<file path="src/rtl/fragment_hazard_guard_pkg.sv">
// Shared types and constants for the fragment hazard guard.
// Pixel layout, color field positions and statistics widths.
package fragment_hazard_guard_pkg;

   localparam int STALL_WIDTH    = 16;
   localparam int COLOR_CHANNELS = 4;

   // Channel order inside a packed RGBA pixel, alpha in the low bits
   localparam int FIELD_A = 0;
   localparam int FIELD_B = 1;
   localparam int FIELD_G = 2;
   localparam int FIELD_R = 3;

   function automatic int pixel_width(input int sub_pixel_width);
      return COLOR_CHANNELS * sub_pixel_width;
   endfunction

   function automatic int field_lsb(input int sub_pixel_width, input int field);
      return field * sub_pixel_width;
   endfunction

endpackage

</file>
<file path="src/rtl/fragment_hazard_guard_hazard_window.sv">
// Recent-issue history of framebuffer indices with a parallel compare
// against the fragment waiting at the input.
module fragment_hazard_guard_hazard_window
   import fragment_hazard_guard_pkg::*;
#(
   parameter int INDEX_WIDTH = 14,
   parameter int DEPTH       = 4
) (
   input  logic                   aclk,
   input  logic                   reset,
   input  logic                   push_valid,
   input  logic [INDEX_WIDTH-1:0] push_index,
   input  logic [INDEX_WIDTH-1:0] query_index,
   input  logic                   confEnable,
   output logic                   hit
);

   logic [DEPTH-1:0]       hist_valid;
   logic [INDEX_WIDTH-1:0] hist_index [DEPTH];
   logic                   match;

   // Shifts every cycle so bubbles age the window like real issues
   always_ff @(posedge aclk) begin
      if (reset) begin
         hist_valid <= '0;
         for (int i = 0; i < DEPTH; i++) begin
            hist_index[i] <= '0;
         end
      end else begin
         hist_valid[0] <= push_valid;
         hist_index[0] <= push_index;
         for (int i = 1; i < DEPTH; i++) begin
            hist_valid[i] <= hist_valid[i-1];
            hist_index[i] <= hist_index[i-1];
         end
      end
   end

   // The push slot is the output register, compared alongside the history
   always_comb begin
      match = push_valid && (push_index == query_index);
      for (int i = 0; i < DEPTH; i++) begin
         match = match || (hist_valid[i] && (hist_index[i] == query_index));
      end
      hit = confEnable && match;
   end

endmodule

</file>
<file path="src/rtl/fragment_hazard_guard.sv">
// Holds back fragments whose framebuffer index is still inside the
// read/modify/write window of the downstream per-fragment pipeline.
module fragment_hazard_guard
   import fragment_hazard_guard_pkg::*;
#(
   parameter  int FRAMEBUFFER_INDEX_WIDTH = 14,
   parameter  int SCREEN_POS_WIDTH        = 16,
   parameter  int SUB_PIXEL_WIDTH         = 8,
   parameter  int HAZARD_WINDOW           = 6,
   parameter  int INFLIGHT_WIDTH          = 4,
   localparam int PIXEL_WIDTH             = pixel_width(SUB_PIXEL_WIDTH)
) (
   input  logic                               aclk,
   input  logic                               reset,
   input  logic                               confEnable,
   input  logic                               s_valid,
   output logic                               s_ready,
   input  logic [PIXEL_WIDTH-1:0]             s_fragmentColor,
   input  logic [31:0]                        s_depth,
   input  logic [FRAMEBUFFER_INDEX_WIDTH-1:0] s_index,
   input  logic [SCREEN_POS_WIDTH-1:0]        s_screenPosX,
   input  logic [SCREEN_POS_WIDTH-1:0]        s_screenPosY,
   output logic                               m_valid,
   output logic [PIXEL_WIDTH-1:0]             m_fragmentColor,
   output logic [31:0]                        m_depth,
   output logic [FRAMEBUFFER_INDEX_WIDTH-1:0] m_index,
   output logic [SCREEN_POS_WIDTH-1:0]        m_screenPosX,
   output logic [SCREEN_POS_WIDTH-1:0]        m_screenPosY,
   input  logic                               fragmentProcessed,
   output logic                               idle,
   output logic [STALL_WIDTH-1:0]             stallCount
);

   // The accepting cycle is the first window slot and the output register
   // the second, so the history holds the remaining HAZARD_WINDOW-2.
   localparam int HIST_DEPTH = HAZARD_WINDOW - 2;

   logic                      hazard;
   logic                      accept;
   logic [INFLIGHT_WIDTH-1:0] in_flight;
   logic [INFLIGHT_WIDTH-1:0] in_flight_next;

   fragment_hazard_guard_hazard_window #(
      .INDEX_WIDTH (FRAMEBUFFER_INDEX_WIDTH),
      .DEPTH       (HIST_DEPTH)
   ) u_window (
      .aclk        (aclk),
      .reset       (reset),
      .push_valid  (m_valid),
      .push_index  (m_index),
      .query_index (s_index),
      .confEnable  (confEnable),
      .hit         (hazard)
   );

   assign s_ready = !reset && !hazard;
   assign accept  = s_valid && s_ready;

   always_comb begin
      in_flight_next = in_flight;
      unique case ({accept, fragmentProcessed})
         2'b10: if (in_flight != '1) in_flight_next = in_flight + 1'b1;
         2'b01: if (in_flight != '0) in_flight_next = in_flight - 1'b1;
         default: in_flight_next = in_flight;
      endcase
   end

   always_ff @(posedge aclk) begin
      if (reset) begin
         m_valid         <= 1'b0;
         m_fragmentColor <= '0;
         m_depth         <= '0;
         m_index         <= '0;
         m_screenPosX    <= '0;
         m_screenPosY    <= '0;
         in_flight       <= '0;
         idle            <= 1'b1;
         stallCount      <= '0;
      end else begin
         m_valid <= accept;
         if (accept) begin
            m_fragmentColor <= s_fragmentColor;
            m_depth         <= s_depth;
            m_index         <= s_index;
            m_screenPosX    <= s_screenPosX;
            m_screenPosY    <= s_screenPosY;
         end
         if (s_valid && !s_ready && (stallCount != '1)) begin
            stallCount <= stallCount + 1'b1;
         end
         in_flight <= in_flight_next;
         idle      <= (in_flight_next == '0) && !accept;
      end
   end

endmodule

</file>
<file path="config.mk">
export PLATFORM = sky130hd
export DESIGN_NAME = fragment_hazard_guard
export DESIGN_NICKNAME = d
export VERILOG_FILES = /design/src/rtl/fragment_hazard_guard_pkg.sv /design/src/rtl/fragment_hazard_guard_hazard_window.sv /design/src/rtl/fragment_hazard_guard.sv
export SDC_FILE = /design/constraint.sdc
export NUM_CORES = 1
export LEC_CHECK = 0
export ABC_AREA = 1
export BUFFER_PORTS_ARGS = -buffer_cell sky130_fd_sc_hd__buf_2
export CORE_ASPECT_RATIO = 1.5
export CORE_MARGIN = 3
export CORE_UTILIZATION = 30
export CTS_BUF_LIST = sky130_fd_sc_hd__clkbuf_4
export DETAILED_ROUTE_END_ITERATION = 10
export GPL_ROUTABILITY_DRIVEN = 0
export PLACE_DENSITY = 0.53
export SLEW_MARGIN = 20
export SYNTH_ARGS = -nofsm -noshare
export SYNTH_HDL_FRONTEND = slang
export SYNTH_SLANG_ARGS = --single-unit
</file>
<file path="constraint.sdc">
create_clock -name aclk -period 4 [get_ports aclk]
set_input_delay 0.4 -clock aclk [delete_from_list [all_inputs] [get_ports aclk]]
set_output_delay 0.4 -clock aclk [all_outputs]
set_load 0.1 [all_outputs]
</file>
==> results of run 1 <==
-- sequential cells by signal, indices dropped and copies added (netlist names), 14 cells and up --
signal,count
m_depth,32
m_fragmentColor,32
m_index,14
m_screenPosX,16
m_screenPosY,16
stallCount,16
u_window.hist_index,56
-- through the flow --
step	total power, mW	util, %	instances	hold WS [ns]
6_report	4.38	40.8	1794	0.121
5_1_grt	4.58	40.8	1794	0.0627
4_1_cts	4.43	40.8	1793	0.0482
3_5_place_dp	3.22	35.9	1665	0.416
3_3_place_gp	3.22	35.9	1665	0.416
2_1_floorplan	2.98	-	1137	0.402
-- placed cells by master, fill, tap and decap left out, drive strengths merged --
cell type    count
nor3             8
a31oi            1
o211ai           2
xnor2           13
a211oi           1
a21oi            7
clkinv           3
clkbuf          17
nor4             2
bufinv           2
nor2           128
nand2          411
ha               5
inv            141
xor2             2
dlygate4sd3     96
buf            248
dfxtp          192
o21ai           37
diode            1
clkinvlp         3
nand4           20
nand3          120
o21bai           1
-- how the worst max path moves through the flow --
| stage | start | to | cells past startpoint |
|---|---|---|---|
| final | u_window.hist_index[1][13] | idle | 23 |
| after global routing | u_window.hist_index[1][13] | idle | 23 |
| after CTS | u_window.hist_index[1][13] | idle | 23 |
| after detailed placement | s_index[13] | idle | 24 |
| after global placement | s_index[2] | idle | 20 |
| after floorplan | m_index[9] | idle | 23 |
-- critical path: stages (launching register included) --
cell,delay (ns)
dfxtp_1,0.36
inv_1,0.05
nand2_1,0.05
nand2_1,0.05
a21oi_1,0.32
nand2_1,0.08
nor2_1,0.14
nand2_1,0.07
nand2_1,0.06
o21bai_1,0.08
nand2_1,0.10
inv_2,0.07
nand2_4,0.19
inv_2,0.06
ha_1,0.26
inv_1,0.15
o211ai_1,0.14
nand2_1,0.08
nand2_1,0.04
inv_1,0.06
a21oi_1,0.06
nor3_1,0.20
nand2_1,0.07
inv_1,0.05
-- area by class of cell --
| class | instances | area [um^2] |
|---|---|---|
| Clock buffer | 17 | 128 |
| Inverter | 134 | 504 |
| Timing Repair Buffer | 344 | 2230 |
| Fill cell | 2635 | 15300 |
| Clock inverter | 15 | 171 |
| Tap cell | 333 | 417 |
| Multi-Input combinational cell | 758 | 3260 |
| Antenna cell | 1 | 2.50 |
| Sequential cell | 192 | 3840 |
-- metal layers --
layer | GRT usage (%) | wire, um
met1 | 18.7 | 9720
met5 | 0 | 0
met2 | 32.3 | 13100
met4 | 8.62 | 1110
met3 | 4.52 | 1410
-- where the power goes --
part,leakage (nW),internal (mW),switching (mW)
Sequential,1.58,2.02,0.0631
Combinational,3.63,0.256,0.914
Clock,0.154,0.391,0.735
Total,5.36,2.66,1.71
-- logic make-up (layout without fill, tap and decap cells) --
group	Yosys count	in the layout	share of synthesized area, %
compound gates	49	49	3.26
xor+xnor	15	15	1.67
fa+ha+maj	5	5	0.795
buf+inv	187	510	9.85
flops	192	192	48.8
other cells	0	1	0
simple gates	689	689	35.6
==> run metrics, run 1 <==
DRC 0; Setup WS post-layout 1.15 ns; synthesized area per cell 6.93 um^2; drt pass-1 iters 5; CP max FO 18; r2r endpoint idle; Arrival @ worst endpoint 3.39 ns; Clock Tree Buf Depth 2; Row Count 72; number of buffers created by CTS 17; setup violators final 0; leak pwr 5.36 nW; CP endpoint kind flip-flop; Port Buf Inserts 243; RSZ-0062 raised after global routing no; period utilization 71.3%; Slew HR 33.1%; Max-Cap Viols 0; Placed Area 9290 um^2; sequential share of the synthesized area 48.8%; Hold Crit Start s_index[6]; DRT iter0 DRCs 386; WHS Path Cells 3; YS warnings 0; slew at the pin closest to its max-slew limit 1.00 ns; cells after synthesis 1137; first-pass GRT wire length 40.2 mm; postcts setup bufs 0; most frequent cell after synthesis nand2_1; fmax 351 MHz; Reg2Reg Launch Point u_window.hist_index[1][13]; Worst setup SP type flip-flop; clock net sink count 192; top cell type's share of synthesized area 48.8%; Resize count post-CTS 0; total grt overflow 0; Netlist cell types 27; syn_nets 1257; Synth area leaders dfxtp_1 49%, nand2_1 20%, nand3_1 7.6%; Initial Utilization 30.5%; TritonCTS clock tree done; flops & latches, synth 192; top_reg_cell synth dfxtp_1; minimum clock period 2.85 ns; WHS Endpoint m_index[6]; Via Count 7940; HP Class in -> reg; Post-synth EDFFs 0; Crit Path Class reg -> reg; Reg clk slew, reported paths 0.18 ns; Layout area overhead 34.0%; Clock Latency Late Sink 0.60 ns; Antenna Nets Post-Route 0; Wirelength per Cell 14.1 um; post-DP HPWL 17.8 mm; Die ar. 28300 um^2; asr flop ratio synth 0%; Vias/cell 4.43; Final #Nets 1567; Final Max Slew Viols 0; IO Count 244; Die Span X 138 um; antenna violations before repair 2; final hold violation count 0; clock skew 0.0277 ns; largest net degree at the start of global routing 112; Die Y 204 um; GRT Total Usage 17.6%; TNS Setup 0 ns; final WL 25.4 mm; vias in the first global route 7815; status finished, final reports clean; proportion of layout cells with a drive suffix above 1 20.1%; Hold-fix buffers, CTS 96; Placeable Area 25900 um^2; root buf cell clkbuf_4; # H-tree levels 4; Post-Place Setup Slack 0.890 ns; synthesized area 7870 um^2; pwr/cell area 415 nW/um^2; worst reg-to-reg setup slack 1.15 ns; Worst Reg-to-Reg Cells 23; most instantiated cells after synthesis 410 x nand2_1, 192 x dfxtp_1, 128 x nor2_1; required time of the critical path 4.54 ns; post-synth top area cell dfxtp_1; worst vdd ir 234 uV; post-route cell area 10600 um^2
No activity file was read; power rests on OpenSTA's default activity.
==> run 2, diff against run 1 <==
ABC_AREA = 0   (was 1)
PLACE_DENSITY = 0.54   (was 0.53)
clock period = 2.4 ns   (was 4 ns; I/O delays follow)
==> run metrics, run 2 <==
largest net degree at the start of global routing 98 (was 112); DRT iter0 DRCs 349 (was 386); most frequent cell after synthesis dfxtp_1 (was nand2_1); Reg2Reg Launch Point m_index[9] (was u_window.hist_index[1][13]); RSZ-0062 raised after global routing yes (was no); Arrival @ worst endpoint 3.39 ns (about the same); most frequent cells in the layout 240 x buf_2, 163 x dfxtp_1, 108 x nand2_1 (was 410 x nand2_1, 243 x buf_2, 192 x dfxtp_1); vias in the first global route 7816 (was 7815); IO Count 244 (unchanged); clock net sink count 192 (unchanged); Slew HR 52.6% (was 33.1%); synthesized area 8140 um^2 (was 7870 um^2); Placeable Area 26600 um^2 (was 25900 um^2); Biggest register u_window.hist_index (unchanged); Hold Crit Start s_valid (was s_index[6]); slew at the pin closest to its max-slew limit 0.710 ns (was 1.00 ns); YS warnings 0 (unchanged); top cell type's share of synthesized area 47.2% (was 48.8%); Initial Utilization 30.6% (was 30.5%); Vias/cell 4.89 (was 4.43); Wirelength per Cell 18.1 um (was 14.1 um); clock skew 0.0308 ns (was 0.0277 ns); root buf cell clkbuf_4 (unchanged); most instantiated cells after synthesis 192 x dfxtp_1, 109 x nand2_1, 106 x a21oi_1 (was 410 x nand2_1, 192 x dfxtp_1, 128 x nor2_1); WHS Endpoint stallCount[12] (was m_index[6]); Via Count 7763 (was 7940); number of buffers created by CTS 17 (unchanged); Placed Area 9920 um^2 (was 9290 um^2); leak pwr 5.15 nW (was 5.36 nW); setup violators final 121 (was 0); DRC 0 (unchanged); Die Y 208 um (was 204 um); Final #Nets 1357 (was 1567); Synth area leaders dfxtp_1 47%, a31o_1 10%, xnor2_1 7.5% (was dfxtp_1 49%, nand2_1 20%, nand3_1 7.6%); top_reg_cell synth dfxtp_1 (unchanged); required time of the critical path 2.90 ns (was 4.54 ns); TritonCTS clock tree done (unchanged); drt pass-1 iters 4 (was 5); asr flop ratio synth 0% (unchanged); Layout Utilization 46.0% (was 40.8%); GRT Total Usage 17.9% (was 17.6%); proportion of layout cells with a drive suffix above 1 35.7% (was 20.1%); Reg clk slew, reported paths 0.15 ns (was 0.18 ns); Layout Cells excl Fill 1589 (was 1794); Crit Path Class reg -> reg (unchanged); Die ar. 29200 um^2 (was 28300 um^2); max FFs per register 56 (unchanged); post-route cell area 12200 um^2 (was 10600 um^2); Antenna Nets Post-Route 0 (unchanged); fmax 346 MHz (was 351 MHz); # H-tree levels 4 (unchanged); antenna violations before repair 1 (was 2); Netlist cell types 42 (was 27); Layout area overhead 50.0% (was 34.0%); total grt overflow 0 (unchanged); synthesized area per cell 9.32 um^2 (was 6.93 um^2); violated checks negative setup slack; most common cell after layout, fill and taps aside buf_2 (was nand2_1); Post-Place Setup Slack -0.431 ns (was 0.890 ns); cells after synthesis 874 (was 1137); final WL 28.7 mm (was 25.4 mm); CP endpoint kind flip-flop (unchanged); pwr/cell area 565 nW/um^2 (was 415 nW/um^2); placed cell count 1416 (was 1665); Post-synth EDFFs 0 (unchanged); HP Class in -> reg (unchanged); biggest regs u_window.hist_index (56), m_depth (32), m_fragmentColor (32) (unchanged); worst reg-to-reg setup slack -0.49 ns (was 1.15 ns); CP max FO 4 (was 18); sequential share of the synthesized area 47.2% (was 48.8%); syn_nets 994 (was 1257); post-DP HPWL 17.7 mm (was 17.8 mm); minimum clock period 2.89 ns (was 2.85 ns); Row Count 73 (was 72); Worst setup SP type flip-flop (unchanged); Clock Latency Late Sink 0.59 ns (was 0.60 ns); first-pass GRT wire length 41.7 mm (was 40.2 mm); post-synth top area cell dfxtp_1 (unchanged); Setup WS post-layout -0.493 ns (was 1.15 ns); WHS Path Cells 4 (was 3); Worst Reg-to-Reg Cells 15 (was 23); Final Max Slew Viols 0 (unchanged); r2r endpoint idle (unchanged); final hold violation count 0 (unchanged); Port Buf Inserts 243 (unchanged); Clock Tree Buf Depth 2 (unchanged); Max-Cap Viols 0 (unchanged); Die Span X 141 um (was 138 um); flops & latches, synth 192 (unchanged); status finished, violations left (was finished, final reports clean); period utilization 121% (was 71.3%); worst vdd ir 351 uV (was 234 uV)
-- run 2: changes by cell type after synthesis, sizes merged, moves of 28 or more --
| cell | previous run | this run |
|---|---|---|
| o21ai | 37 | 4 |
| a21oi | 7 | 106 |
| nand2 | 411 | 109 |
| nor2b | 0 | 77 |
| a31o | 0 | 96 |
| inv | 133 | 9 |
| nor2 | 128 | 8 |
| nand3 | 120 | 16 |
| xnor2 | 13 | 70 |
| clkbuf | 17 | 45 |
-- run 2: kinds of logic (layout without fill, tap and decap cells) --
family,Yosys count,in the layout,synth area share (%)
DFF,192,192,47.2
other,0,2,0
AOI/OAI and AO/OA,229,229,19.6
muxes,19,19,2.60
and+or+nand+nor,265,265,16.6
buffers and inverters,94,470,5.72
adders and majority gates,5,5,0.768
xor gates and xnor gates,70,70,7.53
-- run 2: what timing repair did --
item                                    4_1_cts  5_1_grt
pin swaps                                    17       52
setup buffers                                11       10
hold buffers                                 97        0
endpoints found under the setup margin      128      133
gates resized for setup                      35       59
hold endpoints to repair                     98        0
cloned                                        7       15
-- run 2: cell type report --
class,instances,area (um^2)
Clock inverter,12,83.8
Tap cell,337,422
Antenna cell,2,5.00
Sequential cell,192,3930
Multi-Input combinational cell,588,4110
Clock buffer,20,150
Fill cell,2541,14400
Timing Repair Buffer,428,3470
Inverter,10,47.5
-- run 2: worst max-delay path by stage --
stage | from | end | slack (ns) | depth (start not counted)
CTS | m_index[9] | s_ready | -0.50 | 8
global placement | s_index[12] | idle | -0.41 | 14
detailed placement | s_index[1] | idle | -0.43 | 14
global route | m_index[9] | idle | -0.62 | 15
floorplan | m_index[9] | idle | -0.40 | 14
finish | m_index[9] | idle | -0.49 | 15
-- run 2: critical path, cell delays in order, from the launching register on --
cell and delay (ns):
dfxtp_4 0.39, xnor2_2 0.13, nand4_1 0.17, nor4_1 0.07, or3_1 0.39, o31ai_4 0.23, buf_6 0.16, buf_6 0.10
and3_4 0.21, ha_4 0.23, inv_4 0.06, o221ai_2 0.08, a21oi_1 0.15, nor2_1 0.06, or2_4 0.25, nor4_2 0.12
-- run 2: layer usage --
metal	part of all wire [%]	global-route usage [%]	vias to the layer above	routed length [um]
met5	0	0	-	0
met4	1.8	5.38	0	521
met3	5.4	5.12	36	1560
met2	54	33.4	241	15400
met1	39	19.2	3708	11200
li1	-	-	3778	-
-- run 2: through the flow --
step | TNS, ns | total power, mW | hold slack [ns]
floorplan | -0.726 | 4.70 | 0.374
finish | -14.25 | 6.90 | 0.110
global placement | -39.71 | 5.08 | 0.453
global route | -24.11 | 7.19 | 0.0429
CTS | -26.22 | 6.89 | 0.0368
detailed placement | -40.11 | 5.09 | 0.456
-- run 2: power breakdown --
| group | switching (mW) | internal, mW |
|---|---|---|
| registers | 0.0802 | 3.32 |
| logic | 1.29 | 0.583 |
| clock network | 1.18 | 0.451 |
==> run 3, diff against run 2 <==
clock period = 2.5 ns   (was 2.4 ns; I/O delays follow)
==> run metrics, run 3 (synthesized netlist as in run 2, its figures left out) <==
Die Span X 141 um (unchanged); Port Buf Inserts 243 (unchanged); Antenna Nets Post-Route 0 (unchanged); Final Max Slew Viols 0 (unchanged); antenna violations before repair 2 (was 1); largest net degree at the start of global routing 204 (was 98); Via Count 7709 (was 7763); Layout area overhead 51.5% (was 50.0%); pwr/cell area 560 nW/um^2 (was 565 nW/um^2); Worst setup SP type flip-flop (unchanged); clock net sink count 192 (unchanged); final hold violation count 0 (unchanged); period utilization 108% (was 121%); Setup WS post-layout -0.203 ns (was -0.493 ns); Placeable Area 26600 um^2 (unchanged); Wirelength per Cell 17.6 um (was 18.1 um); worst reg-to-reg setup slack -0.20 ns (was -0.49 ns); Row Count 73 (unchanged); placed cell count 1416 (unchanged); most common cell after layout, fill and taps aside buf_2 (unchanged); CP max FO 5 (was 4); r2r endpoint idle (unchanged); minimum clock period 2.70 ns (was 2.89 ns); RSZ-0062 raised after global routing yes (unchanged); Clock Tree Buf Depth 2 (unchanged); first-pass GRT wire length 41.2 mm (was 41.7 mm); required time of the critical path 2.97 ns (was 2.90 ns); # H-tree levels 4 (unchanged); vias in the first global route 7623 (was 7816); DRC 0 (unchanged); crit path from u_window.hist_index[1][5] (was m_index[9]); slew at the pin closest to its max-slew limit 1.09 ns (was 0.710 ns); Final #Nets 1363 (was 1357); final WL 28.1 mm (was 28.7 mm); GRT Total Usage 17.7% (was 17.9%); Reg clk slew, reported paths 0.16 ns (was 0.15 ns); violated checks negative setup slack (unchanged); leak pwr 5.23 nW (was 5.15 nW); Crit Path Class reg -> reg (unchanged); number of buffers created by CTS 17 (unchanged); drt pass-1 iters 7 (was 4); total grt overflow 0 (unchanged); Biggest register u_window.hist_index (unchanged); root buf cell clkbuf_4 (unchanged); Arrival @ worst endpoint 3.18 ns (was 3.39 ns); Max-Cap Viols 0 (unchanged); proportion of layout cells with a drive suffix above 1 36.5% (was 35.7%); Reg2Reg Launch Point u_window.hist_index[1][5] (was m_index[9]); Layout Cells excl Fill 1595 (was 1589); HP Class in -> reg (unchanged); post-DP HPWL 16.6 mm (was 17.7 mm); Clock Latency Late Sink 0.58 ns (was 0.59 ns); TritonCTS clock tree done (unchanged); max FFs per register 56 (unchanged); layout filler cell count 2538 (was 2541); setup violators final 113 (was 121); CP endpoint kind flip-flop (unchanged); Die Y 208 um (unchanged); Vias/cell 4.83 (was 4.89); IO Count 244 (unchanged); Initial Utilization 30.6% (unchanged); CP endpoint idle (unchanged); TNS Setup -12.46 ns (was -14.25 ns); worst vdd ir 370 uV (was 351 uV); clock skew 0.0330 ns (was 0.0308 ns); fmax 370 MHz (was 346 MHz); DRT iter0 DRCs 320 (was 349); Slew HR 27.3% (was 52.6%); most frequent cells in the layout 240 x buf_2, 164 x dfxtp_1, 108 x nand2_1 (was 240 x buf_2, 163 x dfxtp_1, 108 x nand2_1); Worst Reg-to-Reg Cells 13 (was 15); status finished, violations left (unchanged); biggest regs u_window.hist_index (56), m_depth (32), m_fragmentColor (32) (unchanged); Die ar. 29200 um^2 (unchanged)
==> run 3: cell count changes in the layout (fill, tap and decap cells not counted), moves of 4 or more <==
cell	before	now
xnor2_2	1	10
mux2_1	1	7
or4_4	0	4
or4_1	7	3
o311ai_1	0	4
mux2_4	16	10
buf_6	13	9
xnor2_1	69	56
buf_4	40	54
xnor2_4	0	4
==> run 3: how the worst min path moves through the flow <==
stage                      startpoint  cells after the start                     end
2_1_floorplan              s_depth[0]                      1              m_depth[0]
3_3_place_gp   u_window.hist_valid[0]                      1  u_window.hist_valid[1]
3_5_place_dp   u_window.hist_valid[0]                      1  u_window.hist_valid[1]
4_1_cts                    s_index[7]                      3              m_index[7]
5_1_grt                    s_index[7]                      3              m_index[7]
6_report                   s_index[7]                      3              m_index[7]
==> run 3: cell type report <==
class | instances | area, um^2 | share of cell area [%]
Tap cell | 337 | 422 | 3.42
Clock buffer | 18 | 135 | 1.10
Antenna cell | 2 | 5.00 | 0.0406
Inverter | 10 | 45.0 | 0.365
Timing Repair Buffer | 434 | 3470 | 28.1
Multi-Input combinational cell | 588 | 4190 | 34.0
Sequential cell | 192 | 3920 | 31.8
Clock inverter | 14 | 154 | 1.25
==> run 3: through the flow <==
step	utilization [%]	worst slack [ns]	hold slack [ns]	cell area (um^2)	power, mW
6_report	46.4	-0.203	0.124	12300	6.91
5_1_grt	46.4	-0.372	0.0586	12300	7.22
4_1_cts	43.7	-0.365	0.0282	11600	6.89
3_3_place_gp	37.2	-0.680	0.459	9890	4.87
2_1_floorplan	-	-0.296	0.384	8260	4.52
3_5_place_dp	37.2	-0.700	0.460	9890	4.88
==> run 3: per-layer routing <==
layer | share of wire, % | GRT usage (%)
met5 | 0 | 0
met4 | 3.3 | 6.15
met3 | 6.4 | 5.05
met2 | 53 | 31.9
met1 | 37 | 19.6
==> run 3: critical path, stage by stage (launching register included) <==
cell and delay (ns):
dfxtp_1 0.36, xnor2_1 0.17, nand4_1 0.11, nor4_1 0.06
or3_4 0.39, o31ai_4 0.22, and3_4 0.26, ha_4 0.23
inv_4 0.07, o221ai_2 0.09, buf_4 0.15, a22oi_2 0.16
nor2_2 0.07, nor4_4 0.28
==> run 3: power by group <==
part           leakage, nW  switching [mW]  internal [mW]  total (mW)
Combinational         3.48            1.25          0.598        1.85
Sequential            1.59          0.0781           3.19        3.26
Clock                0.160            1.17          0.628        1.80
==> run 3: repair_timing <==
action | 4_1_cts | 5_1_grt
hold endpoints to repair | 97 | 0
buffers inserted | 12 | 18
resized for setup | 35 | 61
hold buffers | 97 | 0
setup endpoints to repair | 125 | 126
cloned | 6 | 15
pin swaps | 9 | 99
